## src/rtl/bk_adder_pipe.sv

```systemverilog
// Pipelined Brent-Kung adder/subtractor with valid/ready handshake on every stage.
// PIPE selects how many of the p/g, up-sweep and output register cuts are populated.
module bk_adder_pipe #(
   parameter int WIDTH = 16,
   parameter int PIPE  = 2
) (
   input  logic             clk,
   input  logic             rst_n,
   input  logic             in_valid,
   output logic             in_ready,
   input  logic [WIDTH-1:0] a,
   input  logic [WIDTH-1:0] b,
   input  logic             cin,
   input  logic             sub,
   output logic             out_valid,
   input  logic             out_ready,
   output logic [WIDTH-1:0] sum,
   output logic             cout,
   output logic             ovf
);

   localparam int LOG = $clog2(WIDTH);
   localparam int UPI = (PIPE >= 2) ? PIPE - 2 : 0;

   typedef struct packed {
      logic [WIDTH-1:0] pp;
      logic [WIDTH-1:0] gg;
   } pg_t;

   // Up-sweep: node i becomes the group (P,G) of the aligned block ending at i.
   function automatic pg_t up_sweep(input pg_t x);
      pg_t y;
      y = x;
      for (int l = 0; l < LOG; l++) begin
         for (int i = (2 << l) - 1; i < WIDTH; i += (2 << l)) begin
            y.gg[i] = y.gg[i] | (y.pp[i] & y.gg[i - (1 << l)]);
            y.pp[i] = y.pp[i] & y.pp[i - (1 << l)];
         end
      end
      return y;
   endfunction

   // Down-sweep: fill in the remaining prefixes from already complete ones.
   function automatic pg_t down_sweep(input pg_t x);
      pg_t y;
      y = x;
      for (int l = LOG - 2; l >= 0; l--) begin
         for (int i = (2 << l) + (1 << l) - 1; i < WIDTH; i += (2 << l)) begin
            y.gg[i] = y.gg[i] | (y.pp[i] & y.gg[i - (1 << l)]);
            y.pp[i] = y.pp[i] & y.pp[i - (1 << l)];
         end
      end
      return y;
   endfunction

   logic [PIPE-1:0] v_q, v_d, ld, src_v;
   logic [PIPE:0]   rdy;

   always_comb begin
      rdy       = '0;
      rdy[PIPE] = out_ready;
      for (int k = PIPE - 1; k >= 0; k--) begin
         rdy[k] = ~v_q[k] | rdy[k + 1];
      end
      src_v    = '0;
      src_v[0] = in_valid;
      for (int k = 1; k < PIPE; k++) begin
         src_v[k] = v_q[k - 1];
      end
      v_d = v_q;
      ld  = '0;
      for (int k = 0; k < PIPE; k++) begin
         if (rdy[k]) v_d[k] = src_v[k];
         ld[k] = rdy[k] & src_v[k];
      end
   end

   always_ff @(posedge clk or negedge rst_n) begin
      if (!rst_n) v_q <= '0;
      else        v_q <= v_d;
   end

   assign in_ready  = rdy[0];
   assign out_valid = v_q[PIPE-1];

   logic [WIDTH-1:0] b_eff, p_a, g_a;
   logic             c0_a;

   always_comb begin
      b_eff = sub ? ~b : b;
      c0_a  = sub ? ~cin : cin;
      p_a   = a ^ b_eff;
      g_a   = a & b_eff;
   end

   pg_t  pg_b, up_b, up_c, pre_c;
   logic c0_b, c0_c;
   logic [WIDTH-1:0] p_c;

   generate
      if (PIPE == 3) begin : g_pg_reg
         pg_t  pg1_q, pg1_d;
         logic c01_q, c01_d;
         always_comb begin
            pg1_d = pg1_q;
            c01_d = c01_q;
            if (ld[0]) begin
               pg1_d = {p_a, g_a};
               c01_d = c0_a;
            end
         end
         always_ff @(posedge clk or negedge rst_n) begin
            if (!rst_n) begin
               pg1_q <= '0;
               c01_q <= 1'b0;
            end else begin
               pg1_q <= pg1_d;
               c01_q <= c01_d;
            end
         end
         assign pg_b = pg1_q;
         assign c0_b = c01_q;
      end else begin : g_pg_comb
         assign pg_b = {p_a, g_a};
         assign c0_b = c0_a;
      end
   endgenerate

   assign up_b = up_sweep(pg_b);

   generate
      if (PIPE >= 2) begin : g_up_reg
         pg_t              up2_q, up2_d;
         logic [WIDTH-1:0] p2_q, p2_d;
         logic             c02_q, c02_d;
         always_comb begin
            up2_d = up2_q;
            p2_d  = p2_q;
            c02_d = c02_q;
            if (ld[UPI]) begin
               up2_d = up_b;
               p2_d  = pg_b.pp;
               c02_d = c0_b;
            end
         end
         always_ff @(posedge clk or negedge rst_n) begin
            if (!rst_n) begin
               up2_q <= '0;
               p2_q  <= '0;
               c02_q <= 1'b0;
            end else begin
               up2_q <= up2_d;
               p2_q  <= p2_d;
               c02_q <= c02_d;
            end
         end
         assign up_c = up2_q;
         assign p_c  = p2_q;
         assign c0_c = c02_q;
      end else begin : g_up_comb
         assign up_c = up_b;
         assign p_c  = pg_b.pp;
         assign c0_c = c0_b;
      end
   endgenerate

   logic [WIDTH:0]   carry;
   logic [WIDTH-1:0] sum_c, sum_q, sum_d;
   logic             cout_c, ovf_c, cout_q, cout_d, ovf_q, ovf_d;

   // Carry-in is folded in once per bit against the full prefix (P,G)[i:0].
   always_comb begin
      pre_c  = down_sweep(up_c);
      carry  = {pre_c.gg | (pre_c.pp & {WIDTH{c0_c}}), c0_c};
      sum_c  = p_c ^ carry[WIDTH-1:0];
      cout_c = carry[WIDTH];
      ovf_c  = carry[WIDTH] ^ carry[WIDTH-1];
   end

   always_comb begin
      sum_d  = sum_q;
      cout_d = cout_q;
      ovf_d  = ovf_q;
      if (ld[PIPE-1]) begin
         sum_d  = sum_c;
         cout_d = cout_c;
         ovf_d  = ovf_c;
      end
   end

   always_ff @(posedge clk or negedge rst_n) begin
      if (!rst_n) begin
         sum_q  <= '0;
         cout_q <= 1'b0;
         ovf_q  <= 1'b0;
      end else begin
         sum_q  <= sum_d;
         cout_q <= cout_d;
         ovf_q  <= ovf_d;
      end
   end

   assign sum  = sum_q;
   assign cout = cout_q;
   assign ovf  = ovf_q;

endmodule

```

## config.mk

```make
export PLATFORM = sky130hd
export DESIGN_NAME = bk_adder_pipe
export DESIGN_NICKNAME = d
export VERILOG_FILES = /design/src/rtl/bk_adder_pipe.sv
export SDC_FILE = /design/constraint.sdc
export NUM_CORES = 1
export LEC_CHECK = 0
export ABC_AREA = 0
export CORE_MARGIN = 8
export CORE_UTILIZATION = 50
export CTS_CLUSTER_SIZE = 28
export DETAILED_ROUTE_END_ITERATION = 10
export GPL_TIMING_DRIVEN = 1
export PLACE_DENSITY = 0.74
export SLEW_MARGIN = 20
export SYNTH_ARGS = -nofsm -noshare
export SYNTH_HDL_FRONTEND = slang
export SYNTH_SLANG_ARGS = --single-unit
```

## constraint.sdc

```tcl
create_clock -name clk -period 2.25 [get_ports clk]
set_clock_uncertainty 0.15 [all_clocks]
set_input_delay 0.3375 -clock clk [delete_from_list [all_inputs] [get_ports clk]]
set_output_delay 0.3375 -clock clk [all_outputs]
set_load 0.02 [all_outputs]
```

Word level (Yosys, flattened, before mapping):

Cells that the tools add are included.

* flip-flop bits (word level): 69
* bits in latches: 0
* memory bits (writable): 0
* memory bits (read-only): 0
* input port bits: 38
* output and inout bits: 20
* word-level logic and storage cells: 103
* memories kept: 0

* $add $sub $neg: 0
* $mul: 0
* div/mod/pow operators: 0
* order comparisons: 0
* equality and inequality tests: 0
* shift-type cells: 0
* multiplexer cells: 2
* bitwise logic cells: 92
* reductions and logical operators: 0

Operators by type and width (number)
* $and 1x1->1: 54
* $and 16x16->16: 2
* $xor 16x16->16: 2
* $or 1x1->1: 28
* $mux 16: 1
* $not 16->16: 1
* $or 16x16->16: 1
* $not 1->1: 3
* $mux 1: 1
* $xor 1x1->1: 1

Depth between registers and ports, before layout:

* depth in word-level cells: 11
* gate-level depth with buffers: 9
* depth with buffers taken out: 7

Worst setup path after synthesis:

No wires, ideal clock.

* path type: input to register
* from: input sub
* to: register g_up_reg.up2_q[15] (netlist bit)
* setup time: 87 ps
* arrival: 2367 ps
* data required time: 2013 ps
* path slack: -354 ps
* stages on the path: 8
* path buffers: 2
* cells stage by stage: clkbuf_1 > buf_2 > xor2_1 > ha_1 > nand2_1 > or4_1 > or3_1 > o211ai_1

* elaborated cells between the ends (all ways): 44
* classes of those cells: mux: 1; bitwise: 43

RTL lines
* start, declared: RTL line 14 `input logic sub,`
* $mux 16 (*): RTL line 90 `b_eff = sub ? ~b : b;`
* $xor 16x16->16 (*): RTL line 92 `p_a = a ^ b_eff;`
* net p_a[13]: RTL line 86 `logic [WIDTH-1:0] b_eff, p_a, g_a;`
* $and 1x1->1: RTL line 36 `y.gg[i] = y.gg[i] | (y.pp[i] & y.gg[i - (1 << l)]);`
* $or 1x1->1: RTL line 36
* $and 1x1->1: RTL line 36
* $or 1x1->1 (2 in series): RTL line 36
* $or 1x1->1 (*): RTL line 36
* end signal, assigned: RTL line 152 `up2_q <= up2_d;`
* end, declared: RTL line 133 `pg_t up2_q, up2_d;`

The timed path passes the listed nets; every way through them passes the cells marked *.
A chain may end at the register's enable or synchronous reset.

Worst setup path after layout:

* from: input b[15]
* to: register g_up_reg.up2_q[15] (netlist bit)

* word-level cells in the longest chain between the ends: 8
* elaborated cells between the ends (all ways): 15
* classes of those cells: mux: 1; bitwise: 14

Ends and longest elaborated chain
* start, declared: RTL line 12 `input logic [WIDTH-1:0] b,`
* $not 16->16: RTL line 90
* $mux 16 (*): RTL line 90
* $xor 16x16->16 (*): RTL line 92
* net p_a[15]: RTL line 86
* $and 1x1->1 (on tied branches): RTL line 36, 37
* $or 1x1->1 (tied with other cells) (2 in series): RTL line 36
* $or 1x1->1 or $and 1x1->1 (tied branches): RTL line 36
* $or 1x1->1 (*): RTL line 36

Marked as above.

==> flow_summary.rst <==
.. list-table::
   :header-rows: 1

   * - Metric
     - Value
   * - Final min period
     - 2130 ps
   * - Final hold vios
     - 0
   * - Clock tree from TritonCTS
     - built
   * - Half-perimeter wire length after placement
     - 4.66 mm
   * - Clock tree root driver cell
     - clkbuf_8
   * - Total inserted antenna cells
     - 0
   * - Leakage component of the power
     - around 1.9 nW
   * - Via count of the first global-routing pass
     - ~2,200
   * - Relative area change from synthesis to final layout
     - 37.3%
   * - Final period utilization
     - 94.8%
   * - Largest area contributor in the synthesized netlist
     - dfrtp_1
   * - Nature of the critical path endpoint
     - register
   * - Count of state elements after synthesis
     - 61
   * - Deepest clock path buffer count
     - 2
   * - Arrival time reported for the critical path endpoint
     - 2240 ps
   * - Area enclosed by the die boundary
     - 8620 um^2
   * - Worst setup path class
     - in2reg
   * - Total vias in the final route
     - between 2,000 and 2,500
   * - CTS Sinks
     - 61
   * - Chip Width
     - 92.8 um
   * - Number of antenna-violating nets in the routed design
     - 0
   * - Number of fill cells in the layout
     - 485
   * - Per-cell routed wire length
     - 14.7 um
   * - Most common cell after layout, fill and taps aside
     - dfrtp_1
   * - Origin of the critical flop-to-flop path
     - c0_c
   * - Post-synthesis cell area
     - 2950 um^2
   * - Starting density of the core
     - 50.8%
   * - Overall Global Routing Usage
     - roughly 16%
   * - Number of detailed-route iterations in the first pass
     - 4
   * - 1st-iter DRT viols
     - 65
   * - Slew Viols, Final
     - 0
   * - Maximum fanout along the worst path
     - 3
   * - Num CTS Buffers
     - 9
   * - Least-Margin Pin Slew
     - 333 ps
   * - Most frequent cells in the layout
     - dfrtp_1, clkdlybuf4s50_1, nand2_1
   * - Upper clock frequency limit
     - between 0.4 and 0.5 GHz
   * - Clock transition at the registers of the reported paths
     - ~60 ps
   * - Net switching component of the power
     - between 1 and 1.5 mW
   * - Smallest setup slack after layout
     - 116 ps
   * - I/O pin total
     - 58
   * - Comb power frac
     - a little under a third
   * - CP startpoint kind
     - input pin
   * - Final Net Count
     - around 400
   * - Class of the worst hold path
     - reg2reg
   * - RSZ-0062 raised after global routing
     - false
   * - Netlist cell types
     - 29
   * - Run status
     - finished, final reports clean
   * - Clock network latency to the later pin of the worst-skew pair
     - 340 ps
   * - Critical hold path startpoint
     - sum[15]
   * - Number of maximum-capacitance violations
     - 0
   * - Synth top area share
     - 51.7%
   * - Floorplan row count
     - 28
   * - Worst supply voltage drop on vdd
     - just under 0.5 mV
   * - Floorplan Core Area
     - approximately 5800 um^2
   * - Reg power frac
     - 39.0%
   * - DP Cell Count
     - 410
   * - Weighted congestion reported at the end of routability-driven placement
     - 0.750
   * - Depth of the CTS H-tree
     - 3
   * - Register area share after synthesis
     - 51.7%
   * - Start point of the critical path
     - b[15]
   * - Switching power as a share of total power
     - 29.7%
   * - Worst EP required
     - around 2400 ps
   * - Post-route non-filler standard cell count
     - ~430
   * - Dpl ws
     - -442 ps
   * - Number of DRC violations after detailed routing
     - 0
   * - Number of cells produced by synthesis
     - between 200 and 300
   * - Power density over cell area
     - between 900 and 1000 nW/um^2
   * - Antenna violations before repair
     - 0
   * - Routed wire length
     - 6.32 mm
   * - Gr ovfl total
     - 0
   * - Synthesized Nets
     - approximately 330
   * - IO buf count
     - 57
   * - Largest net degree at the start of global routing
     - 62
   * - Setup violations, final
     - 0
   * - Int Pwr
     - ~2.8 mW
   * - Mapped Avg Cell Area
     - 10.9 um^2
   * - Max-Slew Margin vs Limit
     - 77.8%
   * - Via count normalized by instance count
     - 5.02
   * - Leading cell types by total area after synthesis
     - dfrtp_1, mux2_2, xor2_1, ha_1, nand2_1
   * - Height of the die
     - approximately 93 um
   * - Count of warnings emitted by yosys
     - 0
   * - Clk pwr share
     - 30.1%
   * - Final design utilization
     - 69.7%
   * - Share of final-layout standard cells stronger than drive strength 1
     - around 18%
   * - Wire length of the first global-routing pass
     - 10.9 mm
==> per-layer routing <==
| metal | GRT usage, % | vias to the layer above | part of all wire (%) |
|---|---|---|---|
| met1 | 20.3 | 999 | 45 |
| met3 | 4.45 | 12 | 4.2 |
| met5 | 0 | - | 0 |
| li1 | - | 1097 | - |
| met4 | 7.52 | 0 | 2.0 |
| met2 | 25.0 | 46 | 49 |
==> worst max-delay path: stages <==
cell and delay (ps):
clkdlybuf4s50_1 430, xor2_1 150, ha_1 290, nand2_1 100, or4_1 520, or3_1 320, o211ai_1 90
==> cell families (layout without fill, tap and decap cells) <==
family | count (synthesis) | count (layout) | synth area share [%]
xor gates and xnor gates | 33 | 33 | 9.79
AOI/OAI and AO/OA | 58 | 58 | 11.0
DFF | 61 | 61 | 51.7
buffers and inverters | 10 | 94 | 1.40
muxes | 24 | 24 | 9.16
adders and majority gates | 17 | 17 | 7.21
and+or+nand+nor | 67 | 67 | 9.75
==> per-stage QoR <==
step	power (mW)	cell area, um^2	TNS, ps	hold slack [ps]
after global placement	2.74	3740	-1190	219
after detailed placement	2.78	3740	-1410	222
final	3.94	4050	0	325
after floorplan	2.22	2970	0	-108
after global routing	4.18	4050	0	362
after CTS	3.98	4040	0	334
==> cell usage after synthesis, drive strengths merged <==
master / instances
o21ai: 31
nor2: 6
buf: 4
nand3: 1
a211o: 1
nand3b: 1
nand2: 49
o21a: 1
o211ai: 1
a21oi: 16
o31ai: 1
a2111oi: 1
a21o: 5
xnor2: 7
nand2b: 3
or4: 3
clkbuf: 6
dfrtp: 61
nand4: 1
mux2: 24
a211oi: 1
or3: 1
xor2: 26
ha: 17
nor2b: 1
and2: 1
==> power groups by stage <==
stage | Combinational, mW | Clock [mW] | Sequential, mW
global placement | 1.19 | 0 | 1.55
CTS | 1.23 | 1.20 | 1.54
global route | 1.34 | 1.26 | 1.58
detailed placement | 1.22 | 0 | 1.56
floorplan | 0.515 | 0 | 1.70
finish | 1.22 | 1.19 | 1.54
==> repair_timing <==
action                                 in CTS  in global routing
pin swaps                                   0                  0
hold buffers                                1                  0
gates resized for setup                     2                  7
gates cloned                                1                  0
buffers inserted                            1                  0
setup endpoints to repair                   2                  2
endpoints found under the hold margin      61                  0
==> sequential cells by signal, summed over array words and instances (netlist names) <==
register	flops
c0_c	1
cout	1
g_up_reg.p2_q	8
g_up_reg.up2_q	32
ovf	1
sum	16
v_q	2
==> path summary, 6_finish.rpt <==
path / endpoint / slack, ps / depth (start not counted)
max in group asynchronous: g_up_reg.up2_q[21] / 1270 / 3
min: sum[15] / 330 / 2
max reg2reg: sum[15] / 510 / 5
min in group asynchronous: sum[11] / 380 / 3
max: g_up_reg.up2_q[15] / 120 / 7
min reg2reg: sum[15] / 330 / 2
==> layout make-up <==
type                            count  area (um^2)  area share, %
Sequential cell                    61         1530           37.7
Multi-Input combinational cell    199         1390           34.4
Timing Repair Buffer               78          798           19.7
Clock buffer                       12          145           3.58
Clock inverter                      4         95.1           2.35
Tap cell                           75         93.8           2.32
Note: power is estimated with default switching activity, not from simulation.
